==> config.mk <==
export PLATFORM = sky130hd
export DESIGN_NAME = fetch_buffer
export DESIGN_NICKNAME = d
export VERILOG_FILES = /design/src/rtl/fetch_pkg.sv /design/src/rtl/sync_fifo.sv /design/src/rtl/fetch_buffer.sv
export SDC_FILE = /design/constraint.sdc
export NUM_CORES = 1
export LEC_CHECK = 0
export ABC_CLOCK_PERIOD_IN_PS = 10600
export BUFFER_PORTS_ARGS = -buffer_cell sky130_fd_sc_hd__buf_4
export CAP_MARGIN = 20
export CORE_ASPECT_RATIO = 0.75
export CORE_UTILIZATION = 62
export CTS_CLUSTER_DIAMETER = 40
export DETAILED_ROUTE_END_ITERATION = 7
export GPL_TIMING_DRIVEN = 0
export PLACE_DENSITY = 0.85
export SYNTH_ARGS = -nofsm -noshare
export SYNTH_HDL_FRONTEND = slang
export SYNTH_SLANG_ARGS = --single-unit
==> constraint.sdc <==
create_clock -name clk -period 10.6 [get_ports clk]
set_input_delay 0.53 -clock clk [delete_from_list [all_inputs] [get_ports clk]]
set_output_delay 0.53 -clock clk [all_outputs]
set_load 0.005 [all_outputs]
==> src/rtl/fetch_pkg.sv <==
// Shared types and constants for the instruction-fetch stage.
// Optional bypass path is enabled with FETCH_BUFFER_BYPASS_EN (see fetch_buffer).
package fetch_pkg;

    typedef enum logic [0:0] {
        RUN,
        DRAIN
    } fetch_state_e;

    localparam int unsigned XLEN = 32;

    typedef struct packed {
        logic [XLEN-1:0] pc;
        logic [XLEN-1:0] instr;
    } fetch_entry_t;

    localparam int unsigned PC_STEP = 4;
    localparam logic [31:0] INSTR_NOP = 32'h0000_0013;

endpackage

==> src/rtl/sync_fifo.sv <==
// Synchronous FIFO with a registered storage array, flush, and extra-MSB pointers.
// DEPTH must be a power of two >= 2.
module sync_fifo #(
    parameter int unsigned DEPTH = 4,
    parameter type entry_t = logic [63:0]
) (
    input  logic                   clk,
    input  logic                   rst,
    input  logic                   push_i,
    input  entry_t                 wdata_i,
    input  logic                   pop_i,
    input  logic                   flush_i,
    output entry_t                 rdata_o,
    output logic                   full_o,
    output logic                   empty_o,
    output logic [$clog2(DEPTH):0] count_o
);

    localparam int unsigned AW = $clog2(DEPTH);

    logic [AW:0] wr_ptr_q, wr_ptr_d;
    logic [AW:0] rd_ptr_q, rd_ptr_d;
    entry_t      mem_q [DEPTH];
    entry_t      mem_d [DEPTH];

    always_comb begin
        mem_d    = mem_q;
        wr_ptr_d = wr_ptr_q;
        rd_ptr_d = rd_ptr_q;
        if (push_i) begin
            mem_d[wr_ptr_q[AW-1:0]] = wdata_i;
            wr_ptr_d                = wr_ptr_q + (AW+1)'(1);
        end
        if (pop_i) begin
            rd_ptr_d = rd_ptr_q + (AW+1)'(1);
        end
        // Flush wins over a same-cycle push/pop.
        if (flush_i) begin
            wr_ptr_d = '0;
            rd_ptr_d = '0;
        end
    end

    always_ff @(posedge clk) begin
        if (rst) begin
            wr_ptr_q <= '0;
            rd_ptr_q <= '0;
        end else begin
            wr_ptr_q <= wr_ptr_d;
            rd_ptr_q <= rd_ptr_d;
        end
    end

    always_ff @(posedge clk) begin
        mem_q <= mem_d;
    end

    assign empty_o = (wr_ptr_q == rd_ptr_q);
    assign full_o  = (wr_ptr_q[AW] != rd_ptr_q[AW]) &&
                     (wr_ptr_q[AW-1:0] == rd_ptr_q[AW-1:0]);
    assign count_o = wr_ptr_q - rd_ptr_q;
    assign rdata_o = mem_q[rd_ptr_q[AW-1:0]];

endmodule

==> src/rtl/fetch_buffer.sv <==
// Fetch stage: sequential PC, credit-limited imem requests, PC-tagged response FIFO to decode.
// Define FETCH_BUFFER_BYPASS_EN to forward a response straight to decode when the FIFO is empty.
module fetch_buffer
    import fetch_pkg::*;
#(
    parameter int unsigned           DATA_WIDTH = 32,
    parameter int unsigned           DEPTH      = 4,
    parameter logic [DATA_WIDTH-1:0] RESET_PC   = '0
) (
    input  logic                   clk,
    input  logic                   rst,
    input  logic                   redirect,
    input  logic [DATA_WIDTH-1:0]  redirect_pc,
    output logic                   imem_req_valid,
    input  logic                   imem_req_ready,
    output logic [DATA_WIDTH-1:0]  imem_req_addr,
    input  logic                   imem_rsp_valid,
    input  logic [DATA_WIDTH-1:0]  imem_rsp_data,
    output logic                   dec_valid,
    input  logic                   dec_ready,
    output logic [DATA_WIDTH-1:0]  dec_instr,
    output logic [DATA_WIDTH-1:0]  dec_pc,
    output logic [$clog2(DEPTH):0] occupancy
);

    localparam int unsigned CW = $clog2(DEPTH) + 1;

    typedef struct packed {
        logic [DATA_WIDTH-1:0] pc;
        logic [DATA_WIDTH-1:0] instr;
    } entry_t;

    fetch_state_e          state_q, state_d;
    logic [DATA_WIDTH-1:0] fetch_pc_q, fetch_pc_d;
    logic [DATA_WIDTH-1:0] rsp_pc_q, rsp_pc_d;
    logic [DATA_WIDTH-1:0] target_pc;
    logic [CW-1:0]         inflight_q, inflight_d;
    logic [CW-1:0]         fifo_count;
    logic [CW:0]           credits_used;
    logic                  run, req_fire, rsp_take, bypass, push, pop;
    logic                  fifo_full, fifo_empty;
    entry_t                push_entry, head;

    assign target_pc    = {redirect_pc[DATA_WIDTH-1:2], 2'b00};
    assign run          = (state_q == RUN);
    assign credits_used = {1'b0, inflight_q} + {1'b0, fifo_count};

    // Every outstanding request owns a FIFO slot, so responses can never overflow it.
    assign imem_req_valid = !rst && run && !redirect && (credits_used < (CW+1)'(DEPTH));
    assign imem_req_addr  = fetch_pc_q;
    assign req_fire       = imem_req_valid && imem_req_ready;

    // Responses in DRAIN or in a redirect cycle belong to the squashed path.
    assign rsp_take = imem_rsp_valid && run && !redirect;

`ifdef FETCH_BUFFER_BYPASS_EN
    assign bypass = rsp_take && fifo_empty;
`else
    assign bypass = 1'b0;
`endif

    assign push       = rsp_take && !(bypass && dec_ready);
    assign push_entry = '{pc: rsp_pc_q, instr: imem_rsp_data};
    assign dec_valid  = !rst && run && (!fifo_empty || bypass);
    assign pop        = dec_valid && dec_ready && !fifo_empty;
    assign occupancy  = fifo_count;

    always_comb begin
        dec_instr = '0;
        dec_pc    = '0;
        if (dec_valid) begin
            if (bypass) begin
                dec_instr = imem_rsp_data;
                dec_pc    = rsp_pc_q;
            end else begin
                dec_instr = head.instr;
                dec_pc    = head.pc;
            end
        end
    end

    always_comb begin
        state_d    = state_q;
        fetch_pc_d = fetch_pc_q;
        rsp_pc_d   = rsp_pc_q;
        inflight_d = inflight_q + CW'(req_fire) - CW'(imem_rsp_valid);
        if (redirect) begin
            fetch_pc_d = target_pc;
            rsp_pc_d   = target_pc;
        end else begin
            if (req_fire) fetch_pc_d = fetch_pc_q + DATA_WIDTH'(PC_STEP);
            if (rsp_take) rsp_pc_d = rsp_pc_q + DATA_WIDTH'(PC_STEP);
        end
        case (state_q)
            RUN:     if (redirect && inflight_d != '0) state_d = DRAIN;
            DRAIN:   if (!redirect && inflight_d == '0) state_d = RUN;
            default: state_d = RUN;
        endcase
    end

    always_ff @(posedge clk) begin
        if (rst) begin
            state_q    <= RUN;
            fetch_pc_q <= RESET_PC;
            rsp_pc_q   <= RESET_PC;
            inflight_q <= '0;
        end else begin
            state_q    <= state_d;
            fetch_pc_q <= fetch_pc_d;
            rsp_pc_q   <= rsp_pc_d;
            inflight_q <= inflight_d;
        end
    end

    sync_fifo #(
        .DEPTH   (DEPTH),
        .entry_t (entry_t)
    ) u_fifo (
        .clk     (clk),
        .rst     (rst),
        .push_i  (push),
        .wdata_i (push_entry),
        .pop_i   (pop),
        .flush_i (redirect),
        .rdata_o (head),
        .full_o  (fifo_full),
        .empty_o (fifo_empty),
        .count_o (fifo_count)
    );

    a_no_push_full: assert property (@(posedge clk) disable iff (rst) !(push && fifo_full));
    a_no_orphan_rsp: assert property (@(posedge clk) disable iff (rst)
        !(imem_rsp_valid && inflight_q == '0));

endmodule

==> impl_metrics.env <==
export IMPL_run_status="finished, final reports clean"
export IMPL_crit_path_max_fanout=10
export IMPL_max_slew_margin_rel=0.347
export IMPL_drt_iter0_drc=857
export IMPL_die_width_um=171
export IMPL_yosys_most_used_dff="sky130_fd_sc_hd__edfxtp_1"
export IMPL_required_ns=10.97
export IMPL_timing_critical_path_arrival_ns=6.08
export IMPL_count_of_final_max_slew_check_failures=0
export IMPL_clk_insertion_delay_late_ns=0.50
export IMPL_design_area_um2=16200
export IMPL_cts_tree="done"
export IMPL_all_layer_global_routing_usage=0.277
export IMPL_post_synth_edffs=248
export IMPL_clock_path_buffers=3
export IMPL_power_per_cell_area_nw_per_um2=175
export IMPL_clock_root_buffer="sky130_fd_sc_hd__clkbuf_16"
export IMPL_post_drt_via_cell_ratio=5.98
export IMPL_final_layout_size_suffix_gt1_frac=0.277
export IMPL_numClockSinks=318
export IMPL_holdCritPathClass="input pin to flip-flop"
export IMPL_postSynthCellCount=875
export IMPL_share_clk_of_total_power=0.423
export IMPL_yosys_cell_types_count=55
export IMPL_firstDrtPassIters=8
export IMPL_slowest_stage="sky130_fd_sc_hd__clkbuf_1"
export IMPL_grt_first_pass_wirelength_mm=45.1
export IMPL_routed_via_count=8354
export IMPL_grt_pass1_vias=7946
export IMPL_comb_power_share=0.072
export IMPL_synth_area_leaders="sky130_fd_sc_hd__edfxtp_1 56%, sky130_fd_sc_hd__dfxtp_1 11%, sky130_fd_sc_hd__mux4_2 10%"
export IMPL_postRouteWirelength_mm=30.0
export IMPL_num_nets_final=1167
export IMPL_pin_count_of_the_biggest_net_entering_global_routing=63
export IMPL_place_gp_congestion=0.951
export IMPL_min_period_ns=5.70
export IMPL_post_synthesis_instance_area_um2=13300
export IMPL_switchingPower_w=0.000619
export IMPL_rows=46
export IMPL_buffer_ports_inserted=163
export IMPL_critPathMaxStageDelay_ns=0.54
export IMPL_path_cells="clkbuf_1 -> clkbuf_1 -> inv_1 -> fa_1 -> xor2_1 -> ha_1 -> nor4_4 -> and4_4 -> inv_2 -> clkbuf_1 -> ha_1 -> inv_1 -> ha_1 -> fa_1 -> xnor2_1 -> nand2_1 -> maj3_1 -> nor2b_1"
export IMPL_cts_hold_buffers_added=0
export IMPL_syn_area_per_cell_um2=15.2
export IMPL_number_of_cts_inserted_buffers=35
export IMPL_synth_seq_cells=318
export IMPL_max_slew_worst_pin_slew_ns=0.972
export IMPL_internal_power_w=0.00221
export IMPL_grt_overflow_total=0
export IMPL_remaining_drc_errors=0
export IMPL_place_area_um2=15000
export IMPL_timing_final_hold_violations=0
export IMPL_core_area_um2=21100
export IMPL_start_kind="flip-flop"
export IMPL_synth_top_cell_area_share=0.559
export IMPL_postCtsSetupBuffers=0
export IMPL_insertedDiodeCount=0
export IMPL_proportion_of_register_bits_with_asynchronous_set_or_reset_after_synthesis=0
export IMPL_fp_dieArea_um2=22100
export IMPL_fmax_ghz=0.175
export IMPL_grt_antenna_before_repair=1
export IMPL_grt_setup_unrepaired="false"
export IMPL_synthToLayoutAreaGrowth_pct=21.6
export IMPL_final_setup_skew_ns=0.0196
export IMPL_drv_cap=0
export IMPL_timing_final_setup_violations=0
export IMPL_die_h_um=129
export IMPL_cts_reportedPaths_clkPinSlew_ns=0.06
export IMPL_synth_area_leader_cell="sky130_fd_sc_hd__edfxtp_1"
export IMPL_post_route_period_util=0.538
export IMPL_tns_ns=0
export IMPL_initial_core_utilization=0.632
export IMPL_register_area_share_after_synthesis=0.665
export IMPL_power_sequential_fraction=0.505
export IMPL_ys_warn_count=0
export IMPL_critical_path_class="flip-flop to flip-flop"
export IMPL_netSwitchingFraction=0.219
export IMPL_detail_route_wl_per_cell_um=21.5
export IMPL_ios=171
export IMPL_ctsHtreeMaxLevel=2
export IMPL_worstSetupEndpointType="flip-flop"
export IMPL_p_leak_nw=5.66
export IMPL_peakVddDrop_mv=0.166
export IMPL_cts_repair_resized=0
export IMPL_detailedPlacementHpwl_mm=20.0
export IMPL_number_of_nets_with_antenna_violations_after_detailed_routing=0
-- sequential cells by signal (all words and copies together) (netlist names) --
signal and flops:
rsp_pc_q 30, inflight_q 3, u_fifo.mem_q 248, imem_req_addr 30
u_fifo.rd_ptr_q 3, state_q 1, u_fifo.wr_ptr_q 3
-- cell families (layout without fill, tap and decap cells) --
logic type               Yosys count  after routing  synth area share
AO/OA/AOI/OAI                     94             94            0.0464
multiplexers                      65             65             0.107
other                              1              4          0.000282
AND/OR/NAND/NOR                  252            252             0.108
adder cells (fa/ha/maj)           16             16            0.0160
XOR/XNOR                          52             52            0.0342
flip-flops                       318            318             0.665
buffers and inverters             77            307            0.0233
-- synthesized netlist by cell type, drive strengths merged (11+ instances only) --
| cell type | n |
|---|---|
| a21oi | 25 |
| and3 | 13 |
| inv | 28 |
| a21boi | 31 |
| dfxtp | 70 |
| xnor2 | 31 |
| a31oi | 11 |
| nand4 | 13 |
| nor3 | 15 |
| edfxtp | 248 |
| nor2 | 38 |
| mux4 | 62 |
| ha | 13 |
| buf | 15 |
| xor2 | 21 |
| and2 | 64 |
| nand3 | 25 |
| nor4 | 11 |
| clkbuf | 33 |
| nand2 | 36 |
-- cells in the final DEF, fill, tap and decap left out, types with 7 or more instances in the layout --
cell and n:
sky130_fd_sc_hd__a211oi_1 9, sky130_fd_sc_hd__a21boi_0 24, sky130_fd_sc_hd__a21boi_1 7, sky130_fd_sc_hd__a21oi_1 25, sky130_fd_sc_hd__a31oi_1 11, sky130_fd_sc_hd__and2_1 64, sky130_fd_sc_hd__and3_1 9, sky130_fd_sc_hd__buf_4 167
sky130_fd_sc_hd__clkbuf_1 38, sky130_fd_sc_hd__clkbuf_16 37, sky130_fd_sc_hd__clkinv_2 7, sky130_fd_sc_hd__dfxtp_1 70, sky130_fd_sc_hd__edfxtp_1 248, sky130_fd_sc_hd__ha_1 13, sky130_fd_sc_hd__inv_1 27, sky130_fd_sc_hd__mux4_2 62
sky130_fd_sc_hd__nand2_1 36, sky130_fd_sc_hd__nand3_1 25, sky130_fd_sc_hd__nand4_1 13, sky130_fd_sc_hd__nor2_1 38, sky130_fd_sc_hd__nor3_1 15, sky130_fd_sc_hd__nor4_1 7, sky130_fd_sc_hd__o21ai_0 7, sky130_fd_sc_hd__xnor2_1 31
sky130_fd_sc_hd__xor2_1 21
-- final timing paths --
| check | startpoint | end | slack [ns] | cells after the start |
|---|---|---|---|---|
| worst max-delay path | u_fifo.rd_ptr_q[1] | state_q | 4.90 | 18 |
| worst min-delay path | imem_rsp_data[7] | u_fifo.mem_q[135] | 0.23 | 1 |
| worst max register to register | u_fifo.rd_ptr_q[1] | state_q | 4.90 | 18 |
| worst min register to register | imem_req_addr[21] | imem_req_addr[21] | 0.54 | 2 |
-- worst max-delay path: cells and delay by family (launching register included) --
family,cells,cell delay (ns)
XOR/XNOR,2,0.55
adder cells (fa/ha/maj),6,2.06
buffers and inverters,6,1.68
flip-flops,1,0.33
AND/OR/NAND/NOR,4,0.95
-- area by class of cell --
type	count	area, µm²
clock inverters	20	191
fillers	1290	4880
inverters	29	109
clock buffers	43	958
repair buffers	167	1330
well taps	288	360
plain buffers	48	201
flip-flops and latches	318	8850
multi-input cells	483	4180
-- per-stage QoR --
stage / utilization / total power, W / hold WS, ns / std cells / setup slack, ns
2_1_floorplan: - / 0.00155 / 0.480 / 878 / 6.05
3_3_place_gp: 0.708 / 0.00164 / 0.512 / 1329 / 5.07
3_5_place_dp: 0.714 / 0.00165 / 0.523 / 1333 / 5.05
4_1_cts: 0.768 / 0.00284 / 0.224 / 1396 / 5.04
5_1_grt: 0.768 / 0.00291 / 0.220 / 1396 / 4.61
6_report: 0.768 / 0.00283 / 0.235 / 1396 / 4.90
-- power by group through the flow --
stage | clock network, W | registers [W] | logic, W
final | 0.00120 | 0.00143 | 0.000202
after global routing | 0.00126 | 0.00143 | 0.000218
after floorplan | 0 | 0.00144 | 0.000110
after CTS | 0.00121 | 0.00143 | 0.000200
after global placement | 0 | 0.00145 | 0.000190
after detailed placement | 0 | 0.00145 | 0.000198
-- routing by layer --
metal  routed length (µm)  global-route usage  vias to the layer above
li1                     -                   -                     3740
met1                13000               0.417                     4169
met2                13900               0.423                      409
met3                 2690              0.0529                       36
met4                  363              0.0672                        0
met5                    0                   0                        -
Power figures use the tool's default switching activity.
